$ cat src/rtl/ram_loader.sv
// Streams a length/data/checksum image into RAM and holds the CPU in reset until it verifies.
// Latency: each RAM write appears one cycle after its byte is accepted; one byte per cycle.
// Backpressure: in_ready depends only on state; in_valid gaps stall the load.
module ram_loader #(
    parameter int                   MEM_WIDTH = 8,
    parameter int                   WORD_SIZE = 8,
    parameter logic [WORD_SIZE-1:0] BASE_ADDR = '0
) (
    input  logic                 clk,
    input  logic                 rst,
    input  logic                 start,
    input  logic [MEM_WIDTH-1:0] in_data,
    input  logic                 in_valid,
    output logic                 in_ready,
    output logic [WORD_SIZE-1:0] ld_addr,
    output logic [MEM_WIDTH-1:0] ld_data,
    output logic                 ld_wr_en,
    output logic                 bus_own,
    output logic                 cpu_rst,
    output logic                 done,
    output logic                 err
);

    typedef enum logic [2:0] {IDLE, HDR, DATA, CHK, DONE, ERR} state_t;

    state_t               state_q, state_d;
    logic [MEM_WIDTH-1:0] cnt_q, cnt_d;
    logic [MEM_WIDTH-1:0] acc_q, acc_d;
    logic [MEM_WIDTH-1:0] data_q, data_d;
    logic [WORD_SIZE-1:0] ptr_q, ptr_d;
    logic [WORD_SIZE-1:0] addr_q, addr_d;
    logic                 wr_q, wr_d;
    logic                 xfer;

    assign xfer = in_valid & in_ready;

    always_ff @(posedge clk or negedge rst) begin
        if (!rst) begin
            state_q <= IDLE;
            cnt_q   <= '0;
            acc_q   <= '0;
            data_q  <= '0;
            ptr_q   <= '0;
            addr_q  <= '0;
            wr_q    <= 1'b0;
        end else begin
            state_q <= state_d;
            cnt_q   <= cnt_d;
            acc_q   <= acc_d;
            data_q  <= data_d;
            ptr_q   <= ptr_d;
            addr_q  <= addr_d;
            wr_q    <= wr_d;
        end
    end

    always_comb begin
        state_d = state_q;
        cnt_d   = cnt_q;
        acc_d   = acc_q;
        data_d  = data_q;
        ptr_d   = ptr_q;
        addr_d  = addr_q;
        wr_d    = 1'b0;
        case (state_q)
            IDLE, DONE, ERR: begin
                if (start) state_d = HDR;
            end
            HDR: begin
                if (xfer) begin
                    cnt_d   = in_data;
                    acc_d   = '0;
                    ptr_d   = BASE_ADDR;
                    state_d = (in_data == '0) ? CHK : DATA;
                end
            end
            DATA: begin
                if (xfer) begin
                    addr_d = ptr_q;
                    data_d = in_data;
                    wr_d   = 1'b1;
                    acc_d  = acc_q ^ in_data;
                    ptr_d  = ptr_q + WORD_SIZE'(1);
                    cnt_d  = cnt_q - MEM_WIDTH'(1);
                    // cnt_q still holds the count before this byte
                    if (cnt_q == MEM_WIDTH'(1)) state_d = CHK;
                end
            end
            CHK: begin
                if (xfer) state_d = (in_data == acc_q) ? DONE : ERR;
            end
            default: state_d = IDLE;
        endcase
    end

    // Handshake and status are pure state decodes, so none of them sees in_valid combinationally
    assign in_ready = (state_q == HDR) || (state_q == DATA) || (state_q == CHK);
    assign bus_own  = in_ready;
    assign cpu_rst  = (state_q != DONE);
    assign done     = (state_q == DONE);
    assign err      = (state_q == ERR);
    assign ld_addr  = addr_q;
    assign ld_data  = data_q;
    assign ld_wr_en = wr_q;

endmodule

$ cat config.mk
export PLATFORM = sky130hd
export DESIGN_NAME = ram_loader
export DESIGN_NICKNAME = d
export VERILOG_FILES = /design/src/rtl/ram_loader.sv
export SDC_FILE = /design/constraint.sdc
export NUM_CORES = 1
export LEC_CHECK = 0
export ABC_AREA = 1
export CORE_ASPECT_RATIO = 0.75
export CORE_MARGIN = 8
export CORE_UTILIZATION = 50
export CTS_CLUSTER_SIZE = 16
export DETAILED_ROUTE_END_ITERATION = 8
export PLACE_DENSITY = 0.75
export RECOVER_POWER = 25
export SLEW_MARGIN = 20
export SYNTH_ARGS = -nofsm -noshare
export SYNTH_HDL_FRONTEND = slang
export SYNTH_SLANG_ARGS = --single-unit
$ cat constraint.sdc
create_clock -name clk -period 2.1 [get_ports clk]
set_clock_uncertainty 0.15 [all_clocks]
set_input_delay 0.21 -clock clk [delete_from_list [all_inputs] [get_ports clk]]
set_output_delay 0.21 -clock clk [all_outputs]
set_load 0.005 [all_outputs]
After elaboration in Yosys (flattened, before gate mapping)
Cells that the tools add are included.

Flip-flop bits (word level): 44. Bits in latches: 0. RAM bits: 0. ROM bits: 0. Input bits: 12. Output and inout bits: 22. Memories: 0.

$add $sub $neg: 2. Multipliers: 0. Divide/modulo/power cells: 0. $lt $le $gt $ge: 0. Eq/ne operators: 13. Shifts and indexed selects: 0. Multiplexer cells: 18. Bitwise gates (word level): 2. Reduce and logical (&&, ||, !) cells: 9.

Operators with widths (number): one-hot mux 8 bit (2 select lines) (3); two-way mux 8 bit (5); two-way mux 3 bit (5); one-hot mux 3 bit (4 select lines) (1); != test 2 bit (second input constant) (5); adder 8 x 1 -> 8 bit (second input constant) (1); == test 8 x 1 -> 1 bit (second input constant) (1); == test 8 bit (1); logical NOT 8 bit (1); subtractor 8 x 1 -> 8 bit (second input constant) (1); XOR 8 bit (1); == test 3 x 2 -> 1 bit (second input constant) (2); == test 3 bit (second input constant) (2); AND reduction 5 bit (1); two-way mux 1 bit (4); == test 3 x 1 -> 1 bit (second input constant) (1); logical NOT 3 bit (1); != test 3 bit (second input constant) (1); AND reduction 3 bit (1); OR reduction 3 bit (1); logical OR 1 bit (2); AND reduction 2 bit (1); nonzero test 2 bit (1); AND 1 bit (1).

Longest topological paths before layout
Gate-level depths: netlist of run 1.

Word-level depth: 6. Depth in mapped cells: 10. Gate-level depth less buffers: 10.

Worst setup path before layout of run 1
Ideal clock, no wire load.

Path kind: register to register. Start point: register cnt_q[3]. End point: register state_q[2]. Setup time: 0.128 ns. Arrival time: 1.153 ns. Required time: 1.822 ns. Slack: 0.670 ns. Cell stages (with the launch flop): 6. Buffers on the path: 0. Clock period less this slack: 1.430 ns. Cells stage by stage: dfrtp_1 -> nor2_1 -> nand3_1 -> or2_2 -> a21oi_1 -> o21ai_0.

Word-level cells in the longest chain between the ends: 3.

Ends and longest elaborated chain: from (decl) (RTL line 27) `logic [MEM_WIDTH-1:0] cnt_q, cnt_d;`; from (signal assigned) (RTL line 48) `cnt_q <= cnt_d;`; == test 8 x 1 -> 1 bit (RTL line 86) `if (cnt_q == MEM_WIDTH'(1)) state_d = CHK;`; != test 2 bit (no line); AND reduction 5 bit (no line); to (signal assigned) (RTL line 47) `state_q <= state_d;`; to (decl) (RTL line 26) `state_t state_q, state_d;`.

No other way between the ends. A chain may end at the register's enable or synchronous reset.

Worst setup path after layout of run 1
Start point: register state_q[1]. End point: output port done.

Word-level cells in the longest chain between the ends: 1.

Ends and longest elaborated chain: == test 3 bit (RTL line 100) `assign done = (state_q == DONE);`; to (decl) (RTL line 20) `output logic done,`.

No other way between the ends.

==> run summary, run 1 <==
Net Count, Synth - 299
Critical R2R Launch - state_q[0]$_DFFE_PN0P_
Max-slew violations - 0
LEAKAGE - 1.313 nW
Register area share after synthesis - 48.14%
Status - finished, final reports clean
Largest net degree at the start of global routing - 41
Slew Limit Headroom - 40.53%
Clk_lat worst skew - 0.30 ns
GRT Util Overall - 15.67%
GP Congestion - 0.8578
RSZ-0062 raised after global routing - no
CP max stage delay - 0.52 ns
Root Driver - clkbuf_8
Syn Inst Count - 284
WL final - 4.995 mm
Reg2reg setup slack - 0.33 ns
Final cycle utilization of the critical path - 93.54%
Bufs on Longest Clock Path - 2
Vias per inst - 5.090
Initial antenna violation count - 0
Reg2reg end - cnt_q[3]$_DFFE_PN0P_
Rows - 21
Layout cell share with drive strength beyond 1 - 9.688%
Grt ovf - 0
Least-Margin Pin Slew - 0.8921 ns
Drt wl/cell - 13.25 um
IO Pins - 34
Final Hold Fails - 0
Dominant cell type by area after synthesis - dfrtp_1
Die height - 74.58 um
Max FO, Critical Path - 6
First-pass DRT Iterations - 4
Synth top area cells - dfrtp_1 48%, nand2_1 15%, inv_1 5.6%
Slowest cell on the critical path - clkdlybuf4s50_1
Dpl hpwl - 3.785 mm
Hold depth - 2
First-pass GRT wire length - 8.652 mm
Post-synth top area share - 48.14%
End of the worst hold path - ld_addr[5]$_DFFE_PN0P_
Post-synth EDFFs - 0
FF-to-FF path depth - 7
CP bufs+invs - 2
Synth Area per Inst - 8.054 um^2
Post-route minimum period - 1.964 ns
Synth async-reset ratio - 100.0%
CP delay by family, top - buffers and inverters
Clock-pin slew on the worst setup and hold paths - 0.08 ns
PnR worst setup slack - 0.1358 ns
Startpoint types - flip-flop
Mapped cell area - 0.002287 mm^2
Core Region - 0.004441 mm^2
Setup TNS - 0 ns
MaxCap Viol Count - 0
Starting density of the core - 51.51%
Synth Flop Type - dfrtp_1
Area Growth Syn to Fin - 18.82%
Final setup viols - 0
Synth unique cells - 28
Worst path cell trace - inv_1, nand2_1, nor2_1, clkdlybuf4s50_1
Synth Warn # - 0
Sinks on Clock Net - 44
Ant. Diodes - 0
Final hold slack - 0.3273 ns
CTS tree - built
Crit Path Class - flip-flop to primary output
Peak VDD IR - 0.0006527 V
H-tree Lvls - 2
Num CTS Buffers - 5
DRT iter0 DRCs - 50
HP Class - flip-flop to flip-flop
Min-Delay Startpoint - ld_addr[5]$_DFFE_PN0P_
PortBufs - 33
Setup Fix Bufs, Post-CTS - 0
Number of global-route vias before repair - 1877
Die width - 94.10 um
Synthesized flop and latch total - 44
CP arrival - 1.60 ns
Required time worst endpoint - 1.74 ns
Post-Place Worst Slack - 0.2565 ns
DR vias - 1919
Final net count - 335
Detailed-route DRC error count - 0
Peak Freq - 509.1 MHz
Worst Setup End Kind - primary output
Die Footprint - 0.007017 mm^2
Detail Route Antenna Nets - 0
P per Cell Area - 1353 mW/mm^2
[worst register-to-register path: cells and delay by family, from the launching register on]
kind	cells	cell delay, ns
buf+inv	2	0.51
flops	1	0.39
simple gates	3	0.38
compound gates	2	0.24
[registers in the layout, summed over array words and instances (netlist names)]
name      count
acc_q         8
cnt_q         8
ld_addr       8
ld_data       8
ld_wr_en      1
ptr_q         8
state_q       3
[stage by stage]
stage	area [um^2]	total power, mW	utilization, %	instances
2_1_floorplan	2287	2.630	-	284
3_3_place_gp	2628	3.132	59.17	369
3_5_place_dp	2628	3.184	59.17	369
4_1_cts	2719	3.707	61.23	377
5_1_grt	2718	4.028	61.20	377
6_report	2718	3.678	61.20	377
[cells by family (layout without fill, tap and decap cells)]
family	Yosys count	count (layout)	share of synthesized area, %
XOR/XNOR	1	1	0.3830
buffers and inverters	45	81	9.792
flip-flops	44	44	48.14
AO/OA/AOI/OAI	58	58	15.21
AND/OR/NAND/NOR	133	133	24.84
adder cells (fa/ha/maj)	3	3	1.641
[cells in the final DEF (no fill, tap or decap)]
master and count:
clkinv_2 1, inv_4 1, dfrtp_1 44, nor2_2 3
xnor2_1 1, ha_1 3, nand2_1 91, nand3_4 1
clkinvlp_4 1, inv_1 34, nor2_1 20, a21oi_1 12
o211ai_1 1, buf_4 3, nand2_2 2, clkbuf_1 1
o22ai_1 10, dlygate4sd3_1 1, o221ai_1 1, clkbuf_8 5
nand3_1 10, inv_2 1, nor2_4 1, clkdlybuf4s50_1 32
nor2_8 1, nand4_1 1, o21ai_2 7, o211ai_2 1
o21a_1 2, nor3_1 1, o21ai_1 10, o21ai_0 14
clkbuf_2 1, or2_2 2
[worst max path at each step]
| stage | cells past startpoint | from | endpoint |
|---|---|---|---|
| floorplan | 5 | cnt_q[3]$_DFFE_PN0P_ | state_q[2]$_DFFE_PN0P_ |
| finish | 4 | state_q[1]$_DFFE_PN0P_ | done |
| global placement | 7 | in_valid | ptr_q[7]$_DFFE_PN0P_ |
| detailed placement | 6 | in_valid | ld_addr[3]$_DFFE_PN0P_ |
| CTS | 5 | state_q[0]$_DFFE_PN0P_ | in_ready |
| global route | 5 | state_q[0]$_DFFE_PN0P_ | in_ready |
[cells in the mapped netlist (3+ instances only)]
library cell / count
dfrtp_1: 44
o21ai_1: 10
a21oi_1: 12
o22ai_1: 10
o21ai_2: 7
nor2_1: 21
buf_4: 4
ha_1: 3
o21ai_0: 14
buf_6: 5
inv_1: 34
nand2_1: 91
nand3_1: 10
[where the power goes]
group / switching, mW / internal, mW / leakage [nW]
clock network: 0.290 / 0.226 / 0.0400
logic: 0.961 / 0.747 / 0.707
registers: 0.255 / 1.20 / 0.566
total: 1.51 / 2.17 / 1.31
[area by class of cell]
class	count	area (um^2)
multi-input cells	195	964.7
clock buffers	5	68.82
repair buffers	38	361.6
clock inverters	2	12.51
fillers	389	1723
well taps	57	71.32
flip-flops and latches	44	1101
inverters	36	137.6
[layer usage]
metal / routed length, um / up-vias / track usage, %
met2: 2107 / 47 / 22.70
met5: 0 / - / 0
met3: 414 / 7 / 4.637
met4: 64 / 0 / 5.079
met1: 2409 / 887 / 21.75
li1: - / 978 / -
[timing repair]
action	4_1_cts	5_1_grt
hold buffers	1	0
hold endpoints to repair	14	0
setup endpoints to repair	0	2
resized for setup	0	1
Note: power is estimated with default switching activity, not from simulation.
==> run 2: changes to the inputs <==
- CORE_UTILIZATION: 50 -> 55
- PLACE_DENSITY: 0.75 -> 0.81
- TNS_END_PERCENT: default -> 1
==> run summary, run 2 (synthesis results as in run 1) <==
Status - finished, final reports clean
Vias per inst - 5.091
Bufs on Longest Clock Path - 2
RSZ-0062 raised after global routing - no
DRT iter0 DRCs - 102
Largest net degree at the start of global routing - 41
Worst Setup End Kind - primary output
Fillers - 327
Clock-pin slew on the worst setup and hold paths - 0.09 ns
Detail Route Antenna Nets - 0
P per Cell Area - 1365 mW/mm^2
Crit Path Class - flip-flop to primary output
Least-Margin Pin Slew - 1.294 ns
MaxCap Viol Count - 0
Final Hold Fails - 0
Flop pwr share - 38.8%
CP arrival - 1.65 ns
Num CTS Buffers - 5
Clock power share - 14.5%
Slew Limit Headroom - 13.74%
Core Region - 0.004029 mm^2
Die width - 90.46 um
First-pass DRT Iterations - 4
Final setup viols - 0
Commonest non-fill, non-tap cell in the layout - nand2_1
Die height - 71.85 um
WL final - 4.935 mm
Sinks on Clock Net - 44
Ant. Diodes - 0
Starting density of the core - 56.77%
HP Class - flip-flop to flip-flop
Critical R2R Launch - state_q[2]$_DFFE_PN0P_
Pint - 2.182 mW
Register Area - 0.001101 mm^2
Inst Count DP - 366
IO Pins - 34
Max-slew violations - 0
PnR worst setup slack - 0.08969 ns
Layout cell share with drive strength beyond 1 - 9.375%
Setup TNS - 0 ns
Net Sw Frac - 41.19%
CTS tree - built
Comb pwr share - 46.7%
PortBufs - 33
Root Driver - clkbuf_8
FF-to-FF path depth - 7
Dpl hpwl - 3.638 mm
Die Footprint - 0.006499 mm^2
LEAKAGE - 1.309 nW
Max FO, Critical Path - 4
Peak Freq - 497.4 MHz
Final cycle utilization of the critical path - 95.73%
Rows - 20
Post-Layout Cell Count - 375
End of the worst hold path - ld_addr[5]$_DFFE_PN0P_
Post-route minimum period - 2.010 ns
Post-Place Worst Slack - 0.2735 ns
Final hold slack - 0.3240 ns
H-tree Lvls - 2
Final net count - 334
Reg2reg end - cnt_q[3]$_DFFE_PN0P_
Area taken by multi-input logic gates - 962.2 um^2
Detailed-route DRC error count - 0
Setup Fix Bufs, Post-CTS - 0
Clk_lat worst skew - 0.29 ns
DR vias - 1909
Grt ovf - 0
First-pass GRT wire length - 8.418 mm
Min-Delay Startpoint - ld_addr[5]$_DFFE_PN0P_
GP Congestion - 0.8780
Initial antenna violation count - 0
Number of global-route vias before repair - 1772
Reg2reg setup slack - 0.30 ns
Most frequent cells in the layout - 91 x nand2_1, 44 x dfrtp_1, 34 x inv_1
Required time worst endpoint - 1.74 ns
GRT Util Overall - 15.45%
Total net switching power - 1.528 mW
Hold depth - 2
Startpoint types - flip-flop
Peak VDD IR - 0.0007553 V
Area Growth Syn to Fin - 18.87%
Drt wl/cell - 13.16 um
run 2: stage by stage:
stage / area (um^2) / power (mW) / utilization, %
2_1_floorplan: 2287 / 2.630 / -
3_3_place_gp: 2618 / 3.129 / 64.97
5_1_grt: 2719 / 4.030 / 67.48
4_1_cts: 2720 / 3.726 / 67.52
6_report: 2719 / 3.710 / 67.48
3_5_place_dp: 2618 / 3.177 / 64.97
run 2: layout make-up:
class,instances,area share (%)
Inverter,36,5.062
Clock inverter,3,0.8744
Tap cell,55,2.531
Clock buffer,5,2.531
Sequential cell,44,40.50
Multi-Input combinational cell,195,35.39
Timing Repair Buffer,37,13.12
run 2: power groups by stage:
| stage | combinational [mW] | sequential (mW) | clock, mW |
|---|---|---|---|
| after floorplan | 1.21 | 1.42 | 0 |
| after CTS | 1.74 | 1.44 | 0.549 |
| final | 1.73 | 1.44 | 0.537 |
| after detailed placement | 1.73 | 1.45 | 0 |
| after global routing | 1.96 | 1.49 | 0.587 |
| after global placement | 1.68 | 1.45 | 0 |
run 2: critical path, cell delays in order, from the launching register on:
cell and delay, ns:
dfrtp_1 0.38, inv_1 0.11, nor2_1 0.19, inv_1 0.11
nand2_1 0.08, clkdlybuf4s50_1 0.50
run 2: worst max path at each step:
stage                                       from                     end  slack, ns  cells after the start
after floorplan             cnt_q[3]$_DFFE_PN0P_  state_q[2]$_DFFE_PN0P_       0.67                      5
after global placement                  in_valid    ptr_q[7]$_DFFE_PN0P_       0.34                      7
after detailed placement                in_valid    ptr_q[4]$_DFFE_PN0P_       0.27                      7
after CTS                 state_q[0]$_DFFE_PN0P_                in_ready       0.09                      5
after global routing      state_q[0]$_DFFE_PN0P_                 bus_own       0.02                      5
final                     state_q[0]$_DFFE_PN0P_                in_ready       0.09                      5
run 2: repair_timing:
| action | 4_1_cts | 5_1_grt |
|---|---|---|
| gates resized for setup | 0 | 0 |
| hold endpoints to repair | 22 | 0 |
| hold buffers | 1 | 0 |
run 2: routing by layer:
layer / track usage, % / part of all wire, % / up-vias
met1: 22.49 / 51 / 880
met3: 4.071 / 5.7 / 2
met2: 22.07 / 43 / 47
met4: 3.493 / 0.61 / 0
met5: 0 / 0 / -
li1: - / - / 980
==> run 3: changes to the inputs <==
- CORE_MARGIN: 8 -> 1
==> run summary, run 3 (synthesis results as in run 1) <==
Clock power share - 13.9%
GP Congestion - 0.8987
Detailed-route DRC error count - 0
Number of global-route vias before repair - 1786
PortBufs - 33
Comb pwr share - 46.4%
Root Driver - clkbuf_8
Die Footprint - 0.004423 mm^2
Fillers - 298
Met3 usage - 4.567%
Final setup viols - 0
P per Cell Area - 1361 mW/mm^2
GR peak layer - met2
End of the worst hold path - ld_addr[7]$_DFFE_PN0P_
Final Hold Fails - 0
Core Region - 0.003827 mm^2
Largest net degree at the start of global routing - 45
Overall Power - 3.682 mW
Ant. Diodes - 0
Slew Limit Headroom - 29.64%
Startpoint types - flip-flop
Flop pwr share - 39.7%
Hold depth - 2
Drt wl/cell - 12.96 um
Vias per inst - 5.226
Net Sw Frac - 41.05%
H-tree Lvls - 2
Most frequent cells in the layout - 91 x nand2_1, 44 x dfrtp_1, 34 x inv_1
Final net count - 334
Required time worst endpoint - 1.74 ns
Detail Route Antenna Nets - 0
Max-slew violations - 0
Reg2reg setup slack - 0.30 ns
Critical R2R Launch - state_q[0]$_DFFE_PN0P_
CTS tree - built
Starting density of the core - 59.76%
Initial antenna violation count - 0
Peak VDD IR - 0.0008913 V
Final cycle utilization of the critical path - 93.68%
Met1 usage - 34.47%
Clock-pin slew on the worst setup and hold paths - 0.08 ns
DRT iter0 DRCs - 141
Rows - 19
Area taken by multi-input logic gates - 964.7 um^2
First-pass DRT Iterations - 4
Die height - 57.85 um
Setup TNS - 0 ns
Layout cell share with drive strength beyond 1 - 9.718%
Area Growth Syn to Fin - 18.27%
IO Pins - 34
FF-to-FF path depth - 7
Num CTS Buffers - 5
HP Class - flip-flop to flip-flop
Status - finished, final reports clean
Register Area - 0.001101 mm^2
Total net switching power - 1.511 mW
LEAKAGE - 1.311 nW
Worst Setup End Kind - primary output
Met2 Track Usage GR - 37.58%
GRT Util Overall - 23.95%
Min-Delay Startpoint - ld_addr[7]$_DFFE_PN0P_
DR vias - 1939
MaxCap Viol Count - 0
Dpl hpwl - 3.447 mm
Commonest non-fill, non-tap cell in the layout - nand2_1
Clk_lat worst skew - 0.30 ns
Grt ovf - 0
Sinks on Clock Net - 44
Pint - 2.170 mW
First-pass GRT wire length - 8.169 mm
Setup Fix Bufs, Post-CTS - 0
Peak Freq - 508.3 MHz
Max FO, Critical Path - 6
Bufs on Longest Clock Path - 2
Crit Path Class - flip-flop to primary output
WL final - 4.810 mm
Reg2reg end - cnt_q[3]$_DFFE_PN0P_
Post-route minimum period - 1.967 ns
Least-Margin Pin Slew - 1.055 ns
Die width - 76.46 um
RSZ-0062 raised after global routing - no
CP arrival - 1.61 ns
[run 3: timing repair]
item,4_1_cts,5_1_grt
resized for setup,0,1
endpoints found under the hold margin,44,0
setup endpoints to repair,0,2
hold buffers,1,0
[run 3: worst max path at each step]
| stage | start | endpoint | slack (ns) |
|---|---|---|---|
| floorplan | cnt_q[3]$_DFFE_PN0P_ | state_q[2]$_DFFE_PN0P_ | 0.67 |
| global placement | in_valid | ptr_q[7]$_DFFE_PN0P_ | 0.32 |
| detailed placement | in_valid | ptr_q[3]$_DFFE_PN0P_ | 0.27 |
| CTS | state_q[0]$_DFFE_PN0P_ | in_ready | 0.11 |
| global route | state_q[0]$_DFFE_PN0P_ | in_ready | 0.04 |
| finish | state_q[1]$_DFFE_PN0P_ | done | 0.13 |
[run 3: per-stage QoR]
| step | setup WS (ns) | hold slack (ns) | cell area [um^2] | util (%) | std cells |
|---|---|---|---|---|---|
| floorplan | 0.6698 | -0.2356 | 2287 | - | 284 |
| global placement | 0.3242 | 0.1683 | 2614 | 68.29 | 363 |
| detailed placement | 0.2737 | 0.1680 | 2614 | 68.29 | 363 |
| CTS | 0.1118 | 0.3332 | 2705 | 70.68 | 371 |
| global route | 0.04461 | 0.3677 | 2705 | 70.68 | 371 |
| finish | 0.1327 | 0.3279 | 2705 | 70.68 | 371 |
[run 3: worst max-delay path, stage by stage (launching register included)]
cell and delay, ns:
dfrtp_1 0.47, inv_1 0.13, nand2_1 0.07, nor2_1 0.13, clkdlybuf4s50_1 0.52
[run 3: final cells by class]
type / instances / share of cell area [%]
clock buffer: 5 / 2.544
multi-input combinational: 195 / 35.66
sequential: 44 / 40.70
clock inverter: 2 / 0.4625
tap: 52 / 2.405
timing repair buffer: 37 / 13.14
inverter: 36 / 5.088
[run 3: routing by layer]
layer  routed length (um)  vias to the layer above
li1                     -                      985
met1                 2394                      899
met2                 2106                       48
met3                  254                        7
met4                   55                        0
met5                    0                        -
[run 3: power by group through the flow]
stage	registers [mW]	clock network, mW	logic [mW]
after floorplan	1.42	0	1.21
after global placement	1.45	0	1.66
after detailed placement	1.46	0	1.71
after CTS	1.45	0.523	1.72
after global routing	1.50	0.556	1.94
final	1.46	0.512	1.71
